===== config.mk =====
export PLATFORM = sky130hd
export DESIGN_NAME = apb_master_bridge
export DESIGN_NICKNAME = d
export VERILOG_FILES = /design/src/rtl/apb_master_bridge.sv
export SDC_FILE = /design/constraint.sdc
export NUM_CORES = 1
export LEC_CHECK = 0
export BUFFER_PORTS_ARGS = -buffer_cell sky130_fd_sc_hd__buf_2
export CAP_MARGIN = 20
export CORE_UTILIZATION = 46
export CTS_CLUSTER_DIAMETER = 60
export DETAILED_ROUTE_END_ITERATION = 8
export PLACE_DENSITY = 0.8
export SYNTH_ARGS = -nofsm -noshare
export SYNTH_HDL_FRONTEND = slang
export SYNTH_SLANG_ARGS = --single-unit

===== constraint.sdc =====
create_clock -name clk -period 1.9 [get_ports clk]
set_clock_uncertainty 0.05 [all_clocks]
set_input_delay 0 -clock clk [delete_from_list [all_inputs] [get_ports clk]]
set_output_delay 0 -clock clk [all_outputs]
set_load 0.02 [all_outputs]

===== src/rtl/apb_master_bridge.sv =====
// -----------------------------------------------------------------------------
// apb_master_bridge
//
// Purpose:
//   Bridges a core-side request/grant/rvalid data port onto an APB3 master
//   interface with a single transfer outstanding at a time. Requests are
//   range-checked and sub-word writes are rejected locally, without touching
//   the bus. Accesses whose slave never asserts pready are aborted after a
//   bounded number of ACCESS cycles. Every granted request receives exactly
//   one rvalid_o strobe.
//
// Ports:
//   clk, rst        - clock; synchronous active-high reset
//   req_i           - core request
//   addr_i          - byte address
//   we_i            - 1 = write
//   be_i            - byte enables (writes must be full-word)
//   wdata_i         - write data
//   gnt_o           - request accepted this cycle (combinational)
//   rvalid_o        - one-cycle response strobe
//   rdata_o         - read data, meaningful while rvalid_o = 1
//   err_o           - error flag, meaningful while rvalid_o = 1
//   paddr, pwdata, pwrite, psel, penable  - APB master outputs
//   prdata, pready, pslverr               - APB slave responses
// -----------------------------------------------------------------------------
module apb_master_bridge #(
    parameter int unsigned APB_ADDR_WIDTH = 32,
    parameter int unsigned APB_DATA_WIDTH = 32,   // fixed at 32 in this revision
    parameter logic [31:0] BASE_ADDR      = 32'h1A10_0000,
    parameter logic [31:0] END_ADDR       = 32'h1A11_7FFF,
    parameter int unsigned TIMEOUT_CYCLES = 255   // must be >= 1
) (
    input  logic                      clk,
    input  logic                      rst,

    // Core-side port
    input  logic                      req_i,
    input  logic [31:0]               addr_i,
    input  logic                      we_i,
    input  logic [3:0]                be_i,
    input  logic [APB_DATA_WIDTH-1:0] wdata_i,
    output logic                      gnt_o,
    output logic                      rvalid_o,
    output logic [APB_DATA_WIDTH-1:0] rdata_o,
    output logic                      err_o,

    // APB3 master port
    output logic [APB_ADDR_WIDTH-1:0] paddr,
    output logic [APB_DATA_WIDTH-1:0] pwdata,
    output logic                      pwrite,
    output logic                      psel,
    output logic                      penable,
    input  logic [APB_DATA_WIDTH-1:0] prdata,
    input  logic                      pready,
    input  logic                      pslverr
);

    // The counter only has to reach TIMEOUT_CYCLES-1.
    localparam int unsigned CNT_W = (TIMEOUT_CYCLES > 1) ? $clog2(TIMEOUT_CYCLES) : 1;
    localparam logic [CNT_W-1:0] CNT_LAST = CNT_W'(TIMEOUT_CYCLES - 1);

    typedef enum logic [1:0] {
        S_IDLE,
        S_SETUP,
        S_ACCESS,
        S_RESP
    } state_t;

    state_t                      r_state;
    state_t                      w_state_nxt;

    // Request latches driving the APB address/data phase
    logic [APB_ADDR_WIDTH-1:0]   r_addr;
    logic [APB_DATA_WIDTH-1:0]   r_wdata;
    logic                        r_we;

    // Captured response
    logic [APB_DATA_WIDTH-1:0]   r_rdata;
    logic                        r_err;

    // ACCESS-phase wait counter
    logic [CNT_W-1:0]            r_cnt;

    logic                        w_grant;
    logic                        w_in_range;
    logic                        w_bad;
    logic                        w_done;
    logic                        w_timeout;

    // -------------------------------------------------------------------------
    // Request classification (only meaningful in the grant cycle). Byte
    // enables are only consulted here; reads ignore them entirely.
    // -------------------------------------------------------------------------
    assign w_grant    = req_i && (r_state == S_IDLE) && !rst;
    assign w_in_range = (addr_i >= BASE_ADDR) && (addr_i <= END_ADDR);
    assign w_bad      = !w_in_range || (we_i && (be_i != 4'hF));

    // pready wins over the timeout when both land in the same cycle.
    assign w_done     = (r_state == S_ACCESS) && pready;
    assign w_timeout  = (r_state == S_ACCESS) && !pready && (r_cnt == CNT_LAST);

    // -------------------------------------------------------------------------
    // FSM state register
    // -------------------------------------------------------------------------
    // NOTE: sequential state uses non-blocking (<=) so every flop samples the
    // pre-edge values; blocking (=) here would create order-dependent races.
    always_ff @(posedge clk) begin
        if (rst) begin
            r_state <= S_IDLE;
        end else begin
            r_state <= w_state_nxt;
        end
    end

    // -------------------------------------------------------------------------
    // FSM next-state and control outputs
    // -------------------------------------------------------------------------
    // NOTE: every output of this block gets a default first, so no path leaves
    // a signal unassigned and no latch is inferred.
    always_comb begin
        w_state_nxt = r_state;
        psel        = 1'b0;
        penable     = 1'b0;
        rvalid_o    = 1'b0;
        gnt_o       = w_grant;

        unique case (r_state)
            S_IDLE: begin
                if (w_grant) begin
                    // Bad requests skip the bus and answer next cycle.
                    w_state_nxt = w_bad ? S_RESP : S_SETUP;
                end
            end

            S_SETUP: begin
                psel        = 1'b1;
                w_state_nxt = S_ACCESS;
            end

            S_ACCESS: begin
                psel    = 1'b1;
                penable = 1'b1;
                if (pready || w_timeout) begin
                    w_state_nxt = S_RESP;
                end
            end

            S_RESP: begin
                // psel is low here, which guarantees the idle gap between
                // transfers; gnt_o is already 0 because the state is not IDLE.
                rvalid_o    = 1'b1;
                w_state_nxt = S_IDLE;
            end

            default: begin
                w_state_nxt = S_IDLE;
            end
        endcase
    end

    // -------------------------------------------------------------------------
    // Request latches, response capture and timeout counter
    // -------------------------------------------------------------------------
    // NOTE: these are a handful of plain registers, not a memory array, so they
    // are all reset; paddr, pwdata and rdata_o are required to read 0 after
    // reset.
    always_ff @(posedge clk) begin
        if (rst) begin
            r_addr  <= '0;
            r_wdata <= '0;
            r_we    <= 1'b0;
            r_rdata <= '0;
            r_err   <= 1'b0;
            r_cnt   <= '0;
        end else begin
            // Latches only move on grant, so the APB address/data phase is
            // stable from SETUP through the end of ACCESS.
            if (w_grant) begin
                r_addr  <= addr_i[APB_ADDR_WIDTH-1:0];
                r_wdata <= wdata_i;
                r_we    <= we_i;
            end

            if (w_grant && w_bad) begin
                r_rdata <= '0;
                r_err   <= 1'b1;
            end else if (w_done) begin
                // pslverr only matters in this psel && penable && pready cycle.
                r_rdata <= r_we ? '0 : prdata;
                r_err   <= pslverr;
            end else if (w_timeout) begin
                r_rdata <= '0;
                r_err   <= 1'b1;
            end

            // Counts wait cycles while in ACCESS; clears whenever ACCESS ends.
            if ((r_state == S_ACCESS) && !pready && !w_timeout) begin
                r_cnt <= r_cnt + 1'b1;
            end else begin
                r_cnt <= '0;
            end
        end
    end

    // -------------------------------------------------------------------------
    // Output mapping
    // -------------------------------------------------------------------------
    assign paddr   = r_addr;
    assign pwdata  = r_wdata;
    assign pwrite  = r_we;
    assign rdata_o = r_rdata;
    assign err_o   = r_err;

    // -------------------------------------------------------------------------
    // Protocol invariants
    // -------------------------------------------------------------------------
    a_penable_needs_psel : assert property (@(posedge clk) disable iff (rst)
        penable |-> psel);

    a_rvalid_single : assert property (@(posedge clk) disable iff (rst)
        rvalid_o |=> !rvalid_o);

endmodule


==> impl_metrics.yaml, run 1 <==
detailed_routing:
  drtIter0Drc: 168
  drc: 0
  wl_met2_um: 7020
  top_layer_used: "met4"
  ant_nets: 0
  wl_met3_um: 711
  vias_per_cell: 5.20
  wl_per_cell_um: 15.1
  num_vias: 4697
  drt_wl_total_um: 13600
  dr.pass1.iters: 5
  wl_met1_um: 5370
synthesis:
  synth_nets: 609
  synthTopCellsByCount: "135 x nand2_1, 108 x dfxtp_1, 69 x a21oi_1"
  synth_top_flop_cell: "dfxtp_1"
  async_reset_ff_share_pct: 0
  synth_edf_count: 0
  ys_seq_elements: 108
  synth.most_common_cell: "nand2_1"
  synthCells: 498
  ys_types: 31
  yosysSeqAreaShare_pct: 51.5
  ys_top_cells_by_area: "dfxtp_1 51%, nand2_1 12%, a21oi_1 8.2%, a221oi_1 6.7%, nor2b_1 4.9%"
  syn_area_per_cell_um2: 8.44
  yosys_warnings: 0
  synth_area_um2: 4200
  synth_top_cell_area_share_pct: 51.5
  yosys.area.top_type: "dfxtp_1"
setup_path:
  crit_fanout: 32
  required_ns: 2.15
  endpoint_kind: "flop"
  criticalPathCategory: "in -> reg"
  arrival_ns: 2.04
  crit_path_start_kind: "primary input"
clock_network:
  root_buffer: "clkbuf_8"
  clockBufferDepth: 2
  numClockSinks: 108
  cts-htree-levels: 3
  clk_pin_slew_ns: 0.10
  tritoncts: "built"
  cts_made_buffers: 9
  clk_latency_ns: 0.36
layout:
  seqCellArea_um2: 2160
  nets: 900
  multi_input_area_um2: 1880
  fin_cells: 903
  post-route-util_pct: 75.0
  syn_to_final_growth_pct: 56.3
  fillers: 619
  drive_above_1_share_pct: 30.4
global_route:
  grt_pass1_wl_um: 22400
  gr-total-overflow: 0
  grt_pass1_vias: 4670
  antenna_found_initial: 1
  grt_max_degree: 66
  grt.total_usage_pct: 29.2
sta:
  fmaxAchievable_mhz: 557
  fin_crit_ns: 1.79
  period_share_pct: 94.5
  rsz0062_at_grt: "no"
  whs_ns: 0.0769
  setup_tns_ns: 0
  setup_viol: 0
  finalHoldViolCount: 0
  slew_headroom_pct: 55.7
  maxSlewViolCount: 0
  worst_slew_pin_slew_ns: 0.665
  setup_ws_ns: 0.105
die:
  die_height_um: 97.6
  die_width_um: 97.6
  dieArea_um2: 9520
  num_rows: 34
  core_area_um2: 8760
  boundaryPins: 208
  start_util_pct: 47.9
outcome:
  status: "finished clean"
place:
  dp_hpwl_um: 8170
  port_buffers: 207
  dp.cells: 786
  post-place-ws_ns: 0.131
  routabilityCongestion: 0.760
power_and_ir_drop:
  power_density_nw_per_um2: 1030
  vdd.ir_drop.worst_mv: 0.565
  leakage_uw: 0.00300
job:
  drv_cap: 0
worst_hold_path:
  min_path_type: "in -> reg"
-- layout make-up --
cell class | count | share of cell area [%]
clock buffers | 11 | 2.30
well taps | 108 | 2.06
multi-input cells | 350 | 28.6
inverters | 4 | 0.229
clock inverters | 5 | 0.667
flip-flops and latches | 108 | 32.9
repair buffers | 316 | 33.2
diodes | 1 | 0.0381
-- power by group --
part | internal [uW] | switching [uW] | total, uW
Combinational | 992 | 1580 | 2580
Clock | 566 | 805 | 1370
Sequential | 2620 | 194 | 2810
Total | 4180 | 2580 | 6760
-- final timing paths --
path / endpoint / slack, ns / cells past startpoint / startpoint
setup / recovery: rdata_o[1] / 0.11 / 7 / addr_i[17]
hold reg to reg: paddr[8] / 0.41 / 2 / paddr[8]
setup reg to reg: rdata_o[1] / 0.18 / 7 / r_cnt[0]
hold / removal: err_o / 0.08 / 5 / be_i[0]
-- cell families (layout without fill, tap and decap cells) --
| group | count (synthesis) | in the layout | synth area share, % |
|---|---|---|---|
| flops | 108 | 108 | 51.5 |
| buf+inv | 40 | 336 | 4.11 |
| simple gates | 231 | 231 | 24.6 |
| xor+xnor | 6 | 6 | 1.25 |
| compound gates | 108 | 108 | 17.1 |
| other cells | 0 | 1 | 0 |
| fa+ha+maj | 5 | 5 | 1.49 |
-- cells in the final DEF, fill, tap and decap left out, drive strengths merged, types with 2 or more instances in the layout --
cell,netlist,routed
nand4,3,3
ha,5,5
and3,2,2
dfxtp,108,108
nand2b,3,3
nor2b,33,33
dlygate4sd3,0,100
nand3,5,5
xor2,5,5
clkinvlp,0,2
clkbuf,28,11
inv,4,6
buf,8,216
nand2,135,135
a21oi,69,69
a221oi,32,32
nor2,44,44
-- registers in the layout, indices dropped and copies added, names as in the netlist --
register  flops
r_cnt         8
rdata_o      32
paddr        32
r_state       2
err_o         1
pwrite        1
pwdata       32
-- metrics by stage --
step           cell area [um2]  power (uW)
2_1_floorplan             4200        4380
3_3_place_gp              5340        5110
3_5_place_dp              5360        5210
4_1_cts                   6560        6730
5_1_grt                   6570        7170
6_report                  6570        6760
-- worst max-delay path, stage by stage --
cell           delay [ns]
dlygate4sd3_1        0.54
buf_2                0.13
or4_4                0.56
a211oi_4             0.30
a41oi_4              0.17
buf_12               0.19
nor2_1               0.12
-- timing repair --
action,4_1_cts,5_1_grt
endpoints found under the hold margin,99,0
buffers inserted,0,0
hold buffers,100,0
gates resized for setup,0,2
setup endpoints to repair,0,1
-- per-layer routing --
layer / track usage [%] / vias to the layer above
met5: 0 / -
met4: 14.1 / 0
met3: 4.96 / 51
met2: 51.7 / 216
met1: 33.9 / 2171
li1: - / 2259
Power figures use the tool's default switching activity.
==> inputs of run 2 (changes only) <==
==> config.mk (replaced) <==
export PLATFORM = sky130hd
export DESIGN_NAME = apb_master_bridge
export DESIGN_NICKNAME = d
export VERILOG_FILES = /design/src/rtl/apb_master_bridge.sv
export SDC_FILE = /design/constraint.sdc
export NUM_CORES = 1
export LEC_CHECK = 0
export CAP_MARGIN = 20
export CORE_UTILIZATION = 60
export CTS_CLUSTER_DIAMETER = 60
export DETAILED_ROUTE_END_ITERATION = 8
export DONT_BUFFER_PORTS = 1
export PLACE_DENSITY = 0.74
export SYNTH_ARGS = -nofsm -noshare
export SYNTH_HDL_FRONTEND = slang
export SYNTH_SLANG_ARGS = --single-unit
==> run 2 against run 1 <==
- the flow now finishes with violations (hold timing)
- critical endpoint is now r_state[1]
- utilization grew 7.0 points
- maximum frequency grew 2.3%
- wire length decreased by 12%
- clock power is 13% higher
- die area fell by 23%
- combinational power down 36%
==> impl_metrics.yaml, run 2 (synthesis gave the netlist of run 1 again) <==
detailed_routing:
  dr.pass1.iters: 4
  drtIter0Drc: 179
  ant_nets: 0
  wl_per_cell_um: 17.5
  drc: 0
  vias_per_cell: 5.74
  num_vias: 3936
  drt_wl_total_um: 12000
sta:
  setup_tns_ns: 0
  fin_crit_ns: 1.75
  fmaxAchievable_mhz: 570
  period_share_pct: 92.3
  setup_viol: 0
  slew_headroom_pct: 72.1
  rsz0062_at_grt: "no"
  maxSlewViolCount: 0
  whs_ns: -0.0178
  finalHoldViolCount: 1
  worst_slew_pin_slew_ns: 0.418
layout:
  post-route-util_pct: 82.0
  drive_above_1_share_pct: 5.93
  nets: 697
  final_cell_mix: "134 x nand2_1, 108 x dfxtp_1, 102 x dlygate4sd3_1"
  final_common_cell: "nand2_1"
  syn_to_final_growth_pct: 32.6
  diodes: 0
  fin_cells: 686
  fin_area_um2: 5570
die:
  die_height_um: 85.7
  boundaryPins: 208
  dieArea_um2: 7340
  num_rows: 30
  start_util_pct: 61.8
  core_area_um2: 6790
  die_width_um: 85.7
global_route:
  met3_usage_pct: 7.60
  grt_pass1_vias: 3862
  gr-total-overflow: 0
  grt-busiest-layer: "met2"
  antenna_found_initial: 0
  grt.total_usage_pct: 32.1
  globalRouteMet1Util_pct: 35.3
  grt_max_degree: 70
  use_met2_pct: 57.3
  grt_pass1_wl_um: 18600
power_and_ir_drop:
  leakage_uw: 0.00208
  power_density_nw_per_um2: 1170
  vdd.ir_drop.worst_mv: 0.703
setup_path:
  arrival_ns: 2.01
  r2r_start: "r_state[0]"
  required_ns: 2.16
  crit_path_start_kind: "flop"
  crit_fanout: 38
  endpoint_kind: "flop"
  crit_start: "r_state[0]"
  criticalPathCategory: "reg -> reg"
clock_network:
  tritoncts: "built"
  numClockSinks: 108
  cts_setup_buffers: 0
  root_buffer: "clkbuf_8"
  clk_pin_slew_ns: 0.10
  clockBufferDepth: 2
  cts_made_buffers: 9
  clk_latency_ns: 0.35
  cts-htree-levels: 3
place:
  routabilityCongestion: 0.720
  port_buffers: 0
  dp.cells: 568
  placed_area_um2: 4290
  dp_hpwl_um: 6620
worst_hold_path:
  min_from: "be_i[1]"
  min_path_type: "in -> reg"
job:
  drv_cap: 0
outcome:
  status: "finished with violations"
  violations: "hold timing"
-- run 2: metal layers --
layer / up-vias / share of wire [%] / wire [um]
li1: 1850 / - / -
met1: 1856 / 37 / 4430
met2: 190 / 52 / 6260
met3: 40 / 7.1 / 851
met4: 0 / 3.7 / 443
met5: - / 0 / 0
-- run 2: where the power goes --
part | leakage [uW] | internal [uW] | switching (uW)
Clock | 0.000111 | 806 | 741
Sequential | 0.000881 | 2620 | 686
Combinational | 0.00108 | 670 | 979
-- run 2: worst paths after layout --
check | to | slack [ns] | depth (start not counted)
hold reg to reg | r_cnt[5] | 0.48 | 2
setup / recovery | r_state[1] | 0.15 | 7
setup reg to reg | r_state[1] | 0.15 | 7
hold / removal | err_o | -0.02 | 4
-- run 2: cell type report --
class	count	area, um2
Clock buffer	11	151
Clock inverter	4	72.6
Fill cell	424	1220
Inverter	4	15.0
Multi-Input combinational cell	350	1880
Sequential cell	108	2160
Tap cell	96	120
Timing Repair Buffer	113	1170
-- run 2: what timing repair did --
item / in CTS / in global routing
endpoints found under the hold margin: 108 / 0
resized for setup: 0 / 1
hold buffers: 104 / 0
setup endpoints to repair: 0 / 22
-- run 2: per-stage QoR --
| stage | hold WS [ns] | total power [uW] | worst slack [ns] |
|---|---|---|---|
| floorplan | 0.0860 | 4380 | 0.0326 |
| global placement | 0.0234 | 4650 | -0.144 |
| detailed placement | 0.0254 | 4730 | 0.0622 |
| CTS | 0.0220 | 6460 | 0.0582 |
| global route | 0.0104 | 6830 | 0.0361 |
| finish | -0.0178 | 6500 | 0.146 |
-- run 2: critical path, stage by stage, from the launching register on --
cell and delay (ns):
dfxtp_1 0.33, inv_1 0.08, ha_1 0.19, buf_6 0.30, nand2b_1 0.09, a211o_1 0.40
a21oi_1 0.16, a31o_1 0.10
